<file path="config.mk">
export PLATFORM = sky130hd
export DESIGN_NAME = fpu_wide_addsub_seq
export DESIGN_NICKNAME = d
export VERILOG_FILES = /design/src/rtl/fpu_addsub_pkg.sv /design/src/rtl/fpu_wide_addsub_seq_padder11.sv /design/src/rtl/fpu_wide_addsub_seq.sv
export SDC_FILE = /design/constraint.sdc
export NUM_CORES = 1
export LEC_CHECK = 0
export ABC_CLOCK_PERIOD_IN_PS = 5200
export CAP_MARGIN = 20
export CORE_MARGIN = 1.5
export CORE_UTILIZATION = 51
export DETAILED_ROUTE_END_ITERATION = 12
export MAX_ROUTING_LAYER = met4
export PLACE_DENSITY = 0.8
export SLEW_MARGIN = 20
export SYNTH_ARGS = -nofsm -noshare
export SYNTH_HDL_FRONTEND = slang
export SYNTH_SLANG_ARGS = --single-unit
</file>
<file path="constraint.sdc">
create_clock -name clk -period 5.2 [get_ports clk]
set_clock_uncertainty 0.15 [all_clocks]
set_input_delay 1.04 -clock clk [delete_from_list [all_inputs] [get_ports clk]]
set_output_delay 1.04 -clock clk [all_outputs]
set_load 0.005 [all_outputs]
</file>
<file path="src/rtl/fpu_addsub_pkg.sv">
// Shared definitions for the sliced wide add/sub sequencer.
package fpu_addsub_pkg;

  localparam int SLICE_W = 11;

  typedef enum logic [1:0] {IDLE, RUN, DONE} state_t;

  // Width of a counter that indexes 0..slices-1 (at least one bit).
  function automatic int cnt_width(input int slices);
    return (slices > 1) ? $clog2(slices) : 1;
  endfunction

endpackage

</file>
<file path="src/rtl/fpu_wide_addsub_seq_padder11.sv">
// 11-bit parallel-prefix (Kogge-Stone) adder with carry in/out.
module padder11 (
  input  logic [10:0] A,
  input  logic [10:0] B,
  input  logic        Cin,
  output logic [10:0] S,
  output logic        Cout
);

  logic [11:0] g;
  logic [11:0] p;
  logic [11:0] g_nxt;
  logic [11:0] p_nxt;

  // Position 0 carries Cin, so the prefix result at i is the carry into bit i.
  always_comb begin
    g     = {A & B, Cin};
    p     = {A ^ B, 1'b0};
    g_nxt = g;
    p_nxt = p;
    for (int d = 1; d < 12; d = d * 2) begin
      g_nxt = g;
      p_nxt = p;
      for (int i = d; i < 12; i++) begin
        g_nxt[i] = g[i] | (p[i] & g[i-d]);
        p_nxt[i] = p[i] & p[i-d];
      end
      g = g_nxt;
      p = p_nxt;
    end
    S    = (A ^ B) ^ g[10:0];
    Cout = g[11];
  end

endmodule

</file>
<file path="src/rtl/fpu_wide_addsub_seq.sv">
// Wide two's-complement add/sub built by iterating one 11-bit adder slice
// LSB-first with a registered carry, behind valid/ready handshakes.
module fpu_wide_addsub_seq
  import fpu_addsub_pkg::*;
#(
  parameter int SLICES = 4
) (
  input  logic                      clk,
  input  logic                      rst,
  input  logic                      in_valid,
  output logic                      in_ready,
  input  logic [SLICE_W*SLICES-1:0] in_a,
  input  logic [SLICE_W*SLICES-1:0] in_b,
  input  logic                      in_sub,
  output logic                      out_valid,
  input  logic                      out_ready,
  output logic [SLICE_W*SLICES-1:0] out_sum,
  output logic                      out_cout,
  output logic                      out_ovf
);

  localparam int W  = SLICE_W * SLICES;
  localparam int CW = cnt_width(SLICES);
  localparam logic [CW-1:0] LAST = CW'(SLICES - 1);

  state_t state;
  state_t state_next;

  logic [W-1:0]       a;
  logic [W-1:0]       b;
  logic               carry;
  logic [CW-1:0]      slice_cnt;
  logic [SLICE_W-1:0] a_sl [SLICES];
  logic [SLICE_W-1:0] b_sl [SLICES];
  logic [SLICE_W-1:0] sa;
  logic [SLICE_W-1:0] sb;
  logic [SLICE_W-1:0] s;
  logic               cout;
  logic [SLICES-1:0]  wr_en;
  logic               accept;
  logic               last;

  assign in_ready = (state == IDLE) & ~rst;
  assign accept   = in_valid & in_ready;
  assign last     = (slice_cnt == LAST);

  genvar gi;
  generate
    for (gi = 0; gi < SLICES; gi++) begin : g_slice
      assign a_sl[gi]  = a[gi*SLICE_W +: SLICE_W];
      assign b_sl[gi]  = b[gi*SLICE_W +: SLICE_W];
      assign wr_en[gi] = (state == RUN) && (slice_cnt == CW'(gi));
    end
  endgenerate

  assign sa = a_sl[slice_cnt];
  assign sb = b_sl[slice_cnt];

  padder11 u_adder (
    .A   (sa),
    .B   (sb),
    .Cin (carry),
    .S   (s),
    .Cout(cout)
  );

  always_ff @(posedge clk or posedge rst) begin
    if (rst) state <= IDLE;
    else     state <= state_next;
  end

  always_comb begin
    state_next = state;
    case (state)
      IDLE:    if (accept) state_next = RUN;
      RUN:     if (last) state_next = DONE;
      DONE:    if (out_ready) state_next = IDLE;
      default: state_next = IDLE;
    endcase
  end

  always_ff @(posedge clk or posedge rst) begin
    if (rst) begin
      a         <= '0;
      b         <= '0;
      carry     <= 1'b0;
      slice_cnt <= '0;
      out_sum   <= '0;
      out_cout  <= 1'b0;
      out_ovf   <= 1'b0;
      out_valid <= 1'b0;
    end else begin
      out_valid <= (state_next == DONE);
      if (accept) begin
        a         <= in_a;
        b         <= in_sub ? ~in_b : in_b;
        carry     <= in_sub;
        slice_cnt <= '0;
      end
      if (state == RUN) begin
        carry     <= cout;
        slice_cnt <= slice_cnt + 1'b1;
        for (int i = 0; i < SLICES; i++) begin
          if (wr_en[i]) out_sum[i*SLICE_W +: SLICE_W] <= s;
        end
        // The top slice's sum bit is the result MSB, so overflow is known now.
        if (last) begin
          out_cout <= cout;
          out_ovf  <= (a[W-1] == b[W-1]) & (s[SLICE_W-1] != a[W-1]);
        end
      end
    end
  end

endmodule

</file>
==> run summary <==
sequential cell area fraction in the yosys report -> 52.6%
source of the worst register-to-register timing path -> slice_cnt[0]
startpoint of the worst hold path -> a[8]
number of slew-limit violations in the final report -> 0
number of ports placed on the die boundary -> 141
top-area cell type share of the netlist area -> 52.6%
total of warnings raised by yosys -> 0
global routing met1 resource utilization -> 35.3%
Tot GR Track Use -> 26.7%
wire length of the first global-routing pass -> 26,400 um
type of origin of the critical path -> primary input
count of inserted antenna diode cells -> 0
relative slew slack -> 38.7%
post-detailed-route via-to-cell ratio -> 5.56
longest individual stage delay on the worst path -> 0.64 ns
number of buffers on the longest clock path -> 2
antenna violations before repair -> 0
category of the most critical setup path -> in2out
syn avg cell area -> 9.91 um2
fin area -> 8740 um2
clock buffers created by TritonCTS -> 17
instance count of the mapped netlist -> 672
Syn-to-layout area delta -> 31.2%
largest cells by area after synthesis -> sky130_fd_sc_hd__dfrtp_1 53%, sky130_fd_sc_hd__nand2_1 13%, sky130_fd_sc_hd__mux4_2 7.4%
Final Routed Wirelength -> 16,700 um
cell chosen for the clock root -> sky130_fd_sc_hd__clkbuf_16
dominant cell type by count on the critical path -> sky130_fd_sc_hd__clkdlybuf4s50_1
Min Clock Period, post-route -> 3.99 ns
clock transition at the registers of the reported paths -> 0.05 ns
post_cts resized -> 0
count of input and output buffers -> 140
flop and latch count out of synthesis -> 140
transition time at the pin with the least slew margin -> 0.920 ns
detailed placement HPWL -> 12,300 um
Final GP Congestion -> 0.919
fraction of final layout cells with drive strength greater than 1 -> 7.67%
Most used DFF post-synth -> sky130_fd_sc_hd__dfrtp_1
pwr/cell area -> 708 nW/um2
post-route ant nets -> 0
number of cells on the worst reg-to-reg path -> 9
total gr overflow -> 0
Max IR drop VDD -> 0.449 mV
most frequently used cell type in the post-synthesis netlist -> sky130_fd_sc_hd__nand2_1
Rows -> 41
post-route fraction of the period consumed by the critical path -> 76.8%
status -> finished, final reports clean
Hold Path Sink -> a[8]
Tightest Hold Check Type -> reg2reg
series of cell instances along the critical path -> clkdlybuf4s50_1 > nor3_1 > clkdlybuf4s50_1
core footprint -> 12,700 um2
horizontal die dimension -> 117 um
peak clock frequency supported by timing -> 0.251 GHz
detailed-route via count -> 5,446
cell area after placement -> 8170 um2
Post-Syn Area -> 6660 um2
TritonCTS clock tree -> built
asr flop ratio synth -> 100%
CP max stage cell -> sky130_fd_sc_hd__clkdlybuf4s50_1
cts hold-fix bufs -> 0
via count of the first global-routing pass -> 5,235
largest area contributor in the netlist -> sky130_fd_sc_hd__dfrtp_1
Crit path required time -> 4.01 ns
htree depth -> 4
RSZ-0062 raised after global routing -> no
Die Area -> 13,800 um2
First-pass DRT Iterations -> 5
maximum capacitance violations -> 0
total of endpoints with negative setup slack in the final report -> 0
crit path capture type -> primary output
r2r setup slk -> 1.65 ns
destination of the worst register-to-register timing path -> out_sum[8]
most used routing layer in global routing -> met2
Final #Nets -> 905
CP startpoint -> rst
Initial Util -> 52.6%
data arrival time of the worst path -> 2.80 ns
y dimension of the die -> 117 um
Synth Net Count -> 781
Post-synth top cells -> 231 x sky130_fd_sc_hd__nand2_1, 140 x sky130_fd_sc_hd__dfrtp_1, 88 x sky130_fd_sc_hd__o21ai_0, 47 x sky130_fd_sc_hd__xnor2_1, 28 x sky130_fd_sc_hd__clkbuf_1
worst skew pair latency -> 0.42 ns
M3 GR Usage -> 5.51%
crit path max fanout -> 3
# clock sinks -> 140
Setup Buffers After CTS -> 0
met2 usage in global routing -> 40.7%
number of cells on the worst hold path -> 2
Final Hold Fails -> 0
wire per inst -> 17.1 um
distinct cell type count after synthesis -> 41
setup total negative slack -> 0 ns
pin count of the biggest net entering global routing -> 135
number of enable flip-flop cells after synthesis -> 0
Remaining DRCs -> 0
Lkg Pwr -> 3.94 nW
Iteration-0 DRC Markers -> 537
==> layout make-up <==
cell class,instances,area (um2)
Fill cell,940,3930
Sequential cell,140,3500
Multi-Input combinational cell,481,2980
Timing Repair Buffer,145,1430
Clock buffer,20,437
Tap cell,172,215
Clock inverter,11,123
Inverter,11,48.8
==> critical path: cells and delay by family <==
| family | cells | cell delay [ns] |
|---|---|---|
| buf+inv | 2 | 1.15 |
| simple gates | 1 | 0.61 |
==> power by group <==
part	switching, mW	internal [mW]	total, mW
Combinational	1.66	1.37	3.03
Sequential	0.392	1.61	2.00
Clock	0.457	0.701	1.16
==> stage by stage <==
step,hold WS [ns],std cells,total power [mW],setup slack [ns],util [%]
floorplan,0.290,672,3.89,0.257,-
global placement,0.305,949,4.79,1.51,64.5
detailed placement,0.310,949,4.98,1.45,64.5
CTS,0.323,980,6.15,1.42,68.9
global route,0.341,980,6.58,1.14,69.0
finish,0.321,980,6.19,1.21,69.0
==> kinds of logic after synthesis <==
| group | synth area share [%] |
|---|---|
| compound gates | 11.0 |
| xor+xnor | 6.71 |
| fa+ha+maj | 3.12 |
| buf+inv | 2.95 |
| flops | 52.6 |
| mux | 7.76 |
| simple gates | 15.9 |
==> metal layers <==
metal / up-vias / share of wire [%] / wire (um)
met1: 2681 / 44 / 7340
met5: - / 0 / 0
met3: 43 / 7.2 / 1210
met4: 0 / 2.6 / 442
met2: 218 / 46 / 7730
li1: 2504 / - / -
==> placed cells by master, fill, tap and decap left out, types with 4 or more instances in the layout <==
cell	Yosys	final
sky130_fd_sc_hd__buf_4	0	5
sky130_fd_sc_hd__ha_1	15	15
sky130_fd_sc_hd__clkinv_4	0	4
sky130_fd_sc_hd__clkdlybuf4s50_1	0	139
sky130_fd_sc_hd__dfrtp_1	140	140
sky130_fd_sc_hd__nand2_1	231	230
sky130_fd_sc_hd__clkinv_2	0	4
sky130_fd_sc_hd__xor2_1	4	4
sky130_fd_sc_hd__a21oi_1	14	14
sky130_fd_sc_hd__o21a_1	7	7
sky130_fd_sc_hd__inv_1	11	10
sky130_fd_sc_hd__o21ai_0	88	88
sky130_fd_sc_hd__xnor2_1	47	47
sky130_fd_sc_hd__nand2b_1	4	4
sky130_fd_sc_hd__mux4_2	22	22
sky130_fd_sc_hd__clkbuf_16	0	17
sky130_fd_sc_hd__o31ai_1	7	7
sky130_fd_sc_hd__nor3_1	7	7
==> worst max path at each step <==
stage	end	slack, ns	cells past startpoint
final	in_ready	1.21	3
after global placement	in_ready	1.51	3
after detailed placement	in_ready	1.45	3
after CTS	in_ready	1.42	3
after global routing	in_ready	1.14	3
after floorplan	a[0]	0.26	1
==> sequential cells by signal, indices dropped and copies added, names as in the netlist <==
register and cells:
a 44, b 44, carry 1, out_cout 1
out_ovf 1, out_sum 44, out_valid 1, slice_cnt 2
state 2
Note: power is estimated with default switching activity, not from simulation.
